`config.mk`:
```
export PLATFORM = sky130hd
export DESIGN_NAME = if_prefetch_buffer_flat
export DESIGN_NICKNAME = d
export VERILOG_FILES = /design/src/rtl/if_prefetch_buffer_if.sv /design/src/rtl/if_prefetch_buffer.sv /design/src/flat_wrapper.sv
export SDC_FILE = /design/constraint.sdc
export NUM_CORES = 1
export LEC_CHECK = 0
export CORE_ASPECT_RATIO = 0.9
export CORE_MARGIN = 10
export CORE_UTILIZATION = 60
export CTS_CLUSTER_SIZE = 28
export DETAILED_ROUTE_END_ITERATION = 10
export PLACE_DENSITY = 0.94
export SYNTH_ARGS = -nofsm -noshare
export SYNTH_HDL_FRONTEND = slang
export SYNTH_SLANG_ARGS = --single-unit
export TNS_END_PERCENT = 30
```
`constraint.sdc`:
```
create_clock -name CLK -period 6.5 [get_ports CLK]
set_input_delay 0.975 -clock CLK [delete_from_list [all_inputs] [get_ports CLK]]
set_output_delay 0.975 -clock CLK [all_outputs]
set_load 0.01 [all_outputs]
```
`src/rtl/if_prefetch_buffer_if.sv`:
```
// Instruction-side bus: request/grant address phase plus rvalid response phase.
interface if_prefetch_buffer_if #(
    parameter int unsigned ADDR_W = 32,
    parameter int unsigned DATA_W = 32
) ();
    logic              req;
    logic              gnt;
    logic [ADDR_W-1:0] addr;
    logic              rvalid;
    logic [DATA_W-1:0] rdata;
    logic              err;

    // Fetch unit side
    modport master (
        output req, addr,
        input  gnt, rvalid, rdata, err
    );

    // Memory / interconnect side
    modport slave (
        input  req, addr,
        output gnt, rvalid, rdata, err
    );
endinterface

```
`src/rtl/if_prefetch_buffer.sv`:
```
// Instruction prefetch buffer: keeps up to MAX_OUTSTANDING pipelined bus requests in flight,
// buffers returned words in a DEPTH-entry FIFO and flushes on redirect.
module if_prefetch_buffer #(
    parameter int unsigned DEPTH           = 4,
    parameter int unsigned MAX_OUTSTANDING = 2,
    parameter int unsigned ADDR_W          = 32,
    parameter int unsigned DATA_W          = 32
) (
    input  logic                 CLK,
    input  logic                 RST,
    input  logic [ADDR_W-1:0]    boot_addr_i,
    input  logic                 fetch_en_i,
    input  logic                 branch_i,
    input  logic [ADDR_W-1:0]    branch_addr_i,
    output logic                 fetch_valid_o,
    input  logic                 fetch_ready_i,
    output logic [DATA_W-1:0]    fetch_rdata_o,
    output logic [ADDR_W-1:0]    fetch_addr_o,
    output logic                 fetch_err_o,
    output logic                 busy_o,
    if_prefetch_buffer_if.master instr
);
    localparam int unsigned PW = $clog2(DEPTH);
    localparam int unsigned CW = $clog2(DEPTH + 1);
    localparam int unsigned OW = $clog2(MAX_OUTSTANDING + 1);
    localparam int unsigned DW = $clog2(MAX_OUTSTANDING + 2);

    logic              req_q, req_d;
    logic [ADDR_W-1:0] addr_q, addr_d;
    logic [ADDR_W-1:0] fetch_addr_q, fetch_addr_d;
    logic [ADDR_W-1:0] first_addr_q, first_addr_d;
    logic              first_pend_q, first_pend_d;
    logic [ADDR_W-1:0] resp_addr_q, resp_addr_d;
    logic              stale_q, stale_d;
    logic [OW-1:0]     outstanding_q, outstanding_d;
    logic [DW-1:0]     discard_q, discard_d;
    logic [CW-1:0]     count_q, count_d;
    logic [PW-1:0]     wptr_q, wptr_d, rptr_q, rptr_d;

    logic [DATA_W-1:0] data_mem [DEPTH];
    logic [ADDR_W-1:0] addr_mem [DEPTH];
    logic              err_mem  [DEPTH];

    logic              gnt_acc, rsp_acc, drop, push, pop, pending_after;
    logic [ADDR_W-1:0] branch_word;
    logic [ADDR_W-1:0] entry_addr;

    assign branch_word = {branch_addr_i[ADDR_W-1:2], 2'b00};
    assign entry_addr  = first_pend_q ? first_addr_q : resp_addr_q;

    // Next-state for bus accounting, FIFO pointers and request issue
    always_comb begin
        gnt_acc       = req_q && instr.gnt;
        // Responses with nothing outstanding (e.g. left over from before reset) are ignored
        rsp_acc       = instr.rvalid && (outstanding_q != '0);
        drop          = rsp_acc && (discard_q != '0);
        push          = rsp_acc && !drop && !branch_i;
        pop           = (count_q != '0) && fetch_ready_i && !branch_i;
        pending_after = req_q && !instr.gnt;

        outstanding_d = outstanding_q + OW'(gnt_acc) - OW'(rsp_acc);

        discard_d     = discard_q;
        stale_d       = stale_q;
        fetch_addr_d  = fetch_addr_q;
        first_addr_d  = first_addr_q;
        first_pend_d  = first_pend_q;
        resp_addr_d   = resp_addr_q;
        count_d       = count_q;
        wptr_d        = wptr_q;
        rptr_d        = rptr_q;

        if (branch_i) begin
            // Everything still in flight, including an ungranted request, belongs to the old path
            discard_d    = DW'(outstanding_d) + DW'(pending_after);
            stale_d      = pending_after;
            fetch_addr_d = branch_word;
            first_addr_d = branch_addr_i;
            first_pend_d = 1'b1;
            resp_addr_d  = branch_word;
            count_d      = '0;
            wptr_d       = '0;
            rptr_d       = '0;
        end else begin
            if (drop) discard_d = discard_q - DW'(1);
            if (gnt_acc) begin
                stale_d = 1'b0;
                // A stale request's grant must not advance the redirected fetch address
                if (!stale_q) fetch_addr_d = fetch_addr_q + ADDR_W'(4);
            end
            if (push) begin
                first_pend_d = 1'b0;
                resp_addr_d  = resp_addr_q + ADDR_W'(4);
                wptr_d       = wptr_q + PW'(1);
            end
            if (pop) rptr_d = rptr_q + PW'(1);
            count_d = count_q + CW'(push) - CW'(pop);
        end

        // Requests are never retracted; new ones reserve FIFO space for their response
        if (pending_after) begin
            req_d  = 1'b1;
            addr_d = addr_q;
        end else begin
            req_d  = fetch_en_i && !branch_i
                     && (32'(outstanding_d) < MAX_OUTSTANDING)
                     && ((32'(count_d) + 32'(outstanding_d)) < DEPTH);
            addr_d = req_d ? fetch_addr_d : addr_q;
        end
    end

    // State registers with synchronous reset
    always_ff @(posedge CLK) begin
        if (RST) begin
            req_q         <= 1'b0;
            addr_q        <= '0;
            fetch_addr_q  <= {boot_addr_i[ADDR_W-1:2], 2'b00};
            first_addr_q  <= boot_addr_i;
            first_pend_q  <= 1'b1;
            resp_addr_q   <= {boot_addr_i[ADDR_W-1:2], 2'b00};
            stale_q       <= 1'b0;
            outstanding_q <= '0;
            discard_q     <= '0;
            count_q       <= '0;
            wptr_q        <= '0;
            rptr_q        <= '0;
        end else begin
            req_q         <= req_d;
            addr_q        <= addr_d;
            fetch_addr_q  <= fetch_addr_d;
            first_addr_q  <= first_addr_d;
            first_pend_q  <= first_pend_d;
            resp_addr_q   <= resp_addr_d;
            stale_q       <= stale_d;
            outstanding_q <= outstanding_d;
            discard_q     <= discard_d;
            count_q       <= count_d;
            wptr_q        <= wptr_d;
            rptr_q        <= rptr_d;
        end
    end

    // FIFO storage; contents are don't-care while count is zero
    always_ff @(posedge CLK) begin
        if (push && !RST) begin
            data_mem[wptr_q] <= instr.rdata;
            addr_mem[wptr_q] <= entry_addr;
            err_mem[wptr_q]  <= instr.err;
        end
    end

    assign instr.req     = req_q;
    assign instr.addr    = addr_q;
    assign fetch_valid_o = (count_q != '0);
    assign fetch_rdata_o = fetch_valid_o ? data_mem[rptr_q] : '0;
    assign fetch_addr_o  = fetch_valid_o ? addr_mem[rptr_q] : '0;
    assign fetch_err_o   = fetch_valid_o && err_mem[rptr_q];
    assign busy_o        = req_q || (outstanding_q != '0);
endmodule

```
`src/flat_wrapper.sv`:
```
// flat-port wrapper written by rule: the top's interface ports become plain ports
module if_prefetch_buffer_flat 
#(
    parameter int unsigned DEPTH           = 4,
    parameter int unsigned MAX_OUTSTANDING = 2,
    parameter int unsigned ADDR_W          = 32,
    parameter int unsigned DATA_W          = 32
)
  (CLK, RST, boot_addr_i, fetch_en_i, branch_i, branch_addr_i, fetch_valid_o, fetch_ready_i, fetch_rdata_o, fetch_addr_o, fetch_err_o, busy_o, instr_req, instr_addr, instr_gnt, instr_rvalid, instr_rdata, instr_err);
  if_prefetch_buffer_if #(.ADDR_W(ADDR_W), .DATA_W(DATA_W)) instr_i ();
  input  logic CLK;
  input  logic RST;
  input  logic [ADDR_W-1:0] boot_addr_i;
  input  logic fetch_en_i;
  input  logic branch_i;
  input  logic [ADDR_W-1:0] branch_addr_i;
  output logic fetch_valid_o;
  input  logic fetch_ready_i;
  output logic [DATA_W-1:0] fetch_rdata_o;
  output logic [ADDR_W-1:0] fetch_addr_o;
  output logic fetch_err_o;
  output logic busy_o;
  output wire logic [$bits(instr_i.req)-1:0] instr_req;
  output wire logic [$bits(instr_i.addr)-1:0] instr_addr;
  input wire logic [$bits(instr_i.gnt)-1:0] instr_gnt;
  input wire logic [$bits(instr_i.rvalid)-1:0] instr_rvalid;
  input wire logic [$bits(instr_i.rdata)-1:0] instr_rdata;
  input wire logic [$bits(instr_i.err)-1:0] instr_err;
  assign instr_req = instr_i.req;
  assign instr_addr = instr_i.addr;
  assign instr_i.gnt = instr_gnt;
  assign instr_i.rvalid = instr_rvalid;
  assign instr_i.rdata = instr_rdata;
  assign instr_i.err = instr_err;
  if_prefetch_buffer #(.DEPTH(DEPTH), .MAX_OUTSTANDING(MAX_OUTSTANDING), .ADDR_W(ADDR_W), .DATA_W(DATA_W)) u_core (.CLK(CLK), .RST(RST), .boot_addr_i(boot_addr_i), .fetch_en_i(fetch_en_i), .branch_i(branch_i), .branch_addr_i(branch_addr_i), .fetch_valid_o(fetch_valid_o), .fetch_ready_i(fetch_ready_i), .fetch_rdata_o(fetch_rdata_o), .fetch_addr_o(fetch_addr_o), .fetch_err_o(fetch_err_o), .busy_o(busy_o), .instr(instr_i));
endmodule
```
==> flow_summary_export.csv <==
group,metric,value,unit
placement,dp_slack,1.64,ns
synth,ys.flop_type,"edfxtp_1",
job,drv_cap,0,
critical_path,start_kind,"flop",
critical_path,worstSetupPathType,"reg2reg",
synth,synth-edff-count,322,
clocking,cts_buffers,41,
finish,utilization,0.733,
critical_path,path_max_fanout,67,
power,seq_power_share,0.491,
finish,antenna_cells,0,
critical_path,critical_path_arrival,5.30,ns
power,pwr-share-comb,0.124,
clocking,post_cts_buffers,0,
clocking,cts_sinks,402,
synth,syn_area,17400,sq um
floorplanning,pin_count,204,
sta,finalSetupViolCount,0,
routing,wire_per_inst,22.9,um
critical_path,r2r-end,"u_core.instr.addr[13]",
power,p_per_area,298,nW/um^2
worst_hold_path,hold_end,"u_core.instr.addr[3]",
finish,layout.nets,1556,
routing,vias,11510,
clocking,clock_latency,0.54,ns
routing,via_per_inst,6.28,
worst_hold_path,min_from,"u_core.instr.addr[3]",
critical_path,required,6.96,ns
sta,finalCritPeriodShare,0.744,
sta,hold_viol,0,
outcome,status,"finished, final reports clean",
routing,wl_met1,17.4,mm
critical_path,r2r-start,"u_core.count_q[1]",
floorplanning,fp.dieW,199,um
clocking,cts_resized,0,
power,fin_total_pwr,0.00626,W
routing,wl_met2,19.4,mm
floorplanning,die_area,36200,sq um
critical_path,cp-end-kind,"flop",
clocking,cts_tree,"yes",
worst_hold_path,hp-class,"reg2reg",
finish,syn_to_final_growth,21.2,%
power,vdd_drop_max,0.169,mV
placement,port_buffers,203,
placement,place.gp.congestion,0.936,
clocking,cts-hold-fix-buffers,0,
sta,fin_tns_setup,0,ns
grt,overflow,0,
grt,grt_pass1_wl,65.4,mm
power,p_sw,0.00149,W
clocking,cts_buffer_depth,3,
sta,fin_worst_skew,0.0224,ns
sta,setup_slack,1.66,ns
sta,slew_violations,0,
routing,antenna_left,0,
synth,yosys_warnings,0,
critical_path,r2r_cells,13,
sta,max_freq,207,MHz
placement,hpwl,27.8,mm
floorplanning,fp-row-count,59,
routing,wl,41.9,mm
floorplanning,die_h,181,um
synth,ys_seq_area_frac,0.649,
routing,drc,0,
sta,relSlewSlack,0.276,
placement,dpl.cell_count,1761,
finish,layout-drive-gt1-share,0.138,
clocking,cts_max_level,2,
power,leakage,7.18,nW
critical_path,crit_start,"u_core.count_q[1]",
sta,rsz0062_at_grt,"false",
synth,synth_seq_cells,402,
worst_hold_path,hold_depth,2,
synth,synthCells,1248,
grt,grt_max_degree,79,
clocking,root_buffer,"clkbuf_16",
routing,top_layer,"met4",
power,switching_share,0.238,
routing,wl_met3,4.37,mm
clocking,cts.clk_slew.worst_paths,0.07,ns
sta,period_minus_slack,4.84,ns
finish,final_cells,1834,
synth,netlist-cell-type-count,65,
floorplanning,initial_core_util,0.605,
grt,track_usage,0.230,
routing,drt-initial-drc-count,1531,
synth,async_reset_ff_frac,0,
power,p_clk_frac,0.385,
power,p_int,0.00477,W
sta,worst_slew_pin_slew,1.09,ns
critical_path,r2r_setup_slack,1.66,ns
floorplanning,core,28700,sq um
grt,antenna_found_initial,0,
synth,synth_nets,1366,
routing,firstDrtPassIters,6,
synth,avgSynthCellArea,13.9,sq um
grt,grt_pass1_vias,11390,
[layer usage]
metal,up-vias,track usage
li1,5118,-
met1,5629,0.333
met2,691,0.350
met3,72,0.0468
met4,0,0.0589
met5,-,0
[power by group through the flow]
| stage | Combinational [W] | Sequential [W] | Clock, W |
|---|---|---|---|
| 2_1_floorplan | 0.000418 | 0.00311 | 0 |
| 3_3_place_gp | 0.000734 | 0.00311 | 0 |
| 3_5_place_dp | 0.000762 | 0.00312 | 0 |
| 4_1_cts | 0.000772 | 0.00307 | 0.00244 |
| 5_1_grt | 0.000847 | 0.00309 | 0.00255 |
| 6_report | 0.000776 | 0.00307 | 0.00241 |
[worst max path at each step]
stage / cells past startpoint / endpoint
floorplan: 5 / u_core.addr_mem[0][0]
global placement: 13 / u_core.instr.addr[19]
detailed placement: 13 / u_core.instr.addr[19]
CTS: 13 / u_core.instr.addr[13]
global route: 13 / u_core.instr.addr[13]
finish: 13 / u_core.instr.addr[13]
[area by class of cell]
type / instances / area [sq um]
multi-input cells: 729 / 5630
clock inverters: 24 / 275
repair buffers: 215 / 2110
clock buffers: 49 / 1110
inverters: 49 / 184
fillers: 1736 / 7670
well taps: 366 / 458
flip-flops and latches: 402 / 11300
[cell usage after synthesis, types with 4 or more instances]
| master | number | area, sq um |
|---|---|---|
| a211oi_1 | 13 | 97.6 |
| a21oi_1 | 41 | 205 |
| a31o_2 | 5 | 43.8 |
| and2_1 | 82 | 513 |
| and3_1 | 11 | 68.8 |
| and4_1 | 7 | 61.3 |
| buf_1 | 8 | 30.0 |
| buf_2 | 8 | 40.0 |
| clkbuf_1 | 50 | 188 |
| dfxtp_1 | 80 | 1600 |
| edfxtp_1 | 322 | 9670 |
| ha_1 | 13 | 163 |
| inv_1 | 48 | 180 |
| mux2_2 | 32 | 360 |
| mux4_2 | 65 | 1460 |
| nand2_1 | 98 | 368 |
| nand3_1 | 29 | 145 |
| nand4_1 | 15 | 93.8 |
| nor2_1 | 51 | 191 |
| nor2b_1 | 4 | 25.0 |
| nor3_1 | 27 | 135 |
| nor4_1 | 23 | 144 |
| nor4_2 | 5 | 62.6 |
| o21a_1 | 4 | 30.0 |
| o21ai_0 | 88 | 440 |
| o21ai_1 | 9 | 45.0 |
| o31a_1 | 4 | 35.0 |
| o31a_2 | 6 | 60.1 |
| o31ai_1 | 12 | 90.1 |
| or3_1 | 5 | 31.3 |
| xnor2_1 | 16 | 140 |
| xor2_1 | 17 | 149 |
[kinds of logic after synthesis]
kind of cell	share of synthesized area
AOI/OAI and AO/OA	0.0717
and+or+nand+nor	0.116
DFF	0.649
buffers and inverters	0.0269
muxes	0.107
adders and majority gates	0.0105
xor gates and xnor gates	0.0193
[cells in the final DEF, fill, tap and decap left out, types with 16 or more instances in the layout]
cell type	n
nor3_1	27
xnor2_1	16
dfxtp_1	78
xor2_1	17
nand2_1	98
mux4_2	65
inv_1	48
o21ai_0	88
clkdlybuf4s50_1	201
nand3_1	29
mux2_2	32
nor2_1	51
a21oi_1	41
edfxtp_1	322
nor4_1	23
and2_1	78
clkbuf_16	43
[through the flow]
step,instance area (sq um),hold WS (ns)
4_1_cts,21000,0.461
3_3_place_gp,19700,0.436
6_report,21000,0.472
2_1_floorplan,17400,0.429
5_1_grt,21000,0.482
3_5_place_dp,19700,0.441
[state kept, by name, indices dropped and copies added (netlist names), 3 cells and up, named ones only]
register and cells:
u_core.fetch_addr_q 32, u_core.err_mem 4, u_core.resp_addr_q 30, u_core.first_addr_q 32, u_core.count_q 3, u_core.instr.addr 32
u_core.data_mem 128, u_core.addr_mem 128
[worst max-delay path: stages, from the launching register on]
cell	delay, ns
dfxtp_1	0.33
or3_2	0.89
and3_1	0.45
ha_1	0.29
inv_1	0.04
ha_1	0.18
fa_1	0.46
nor2b_1	0.15
ha_1	0.32
nand3_1	0.10
and4b_1	0.28
and2_1	0.88
o31ai_1	0.21
a21oi_1	0.18
(Power assumes the default switching activity.)
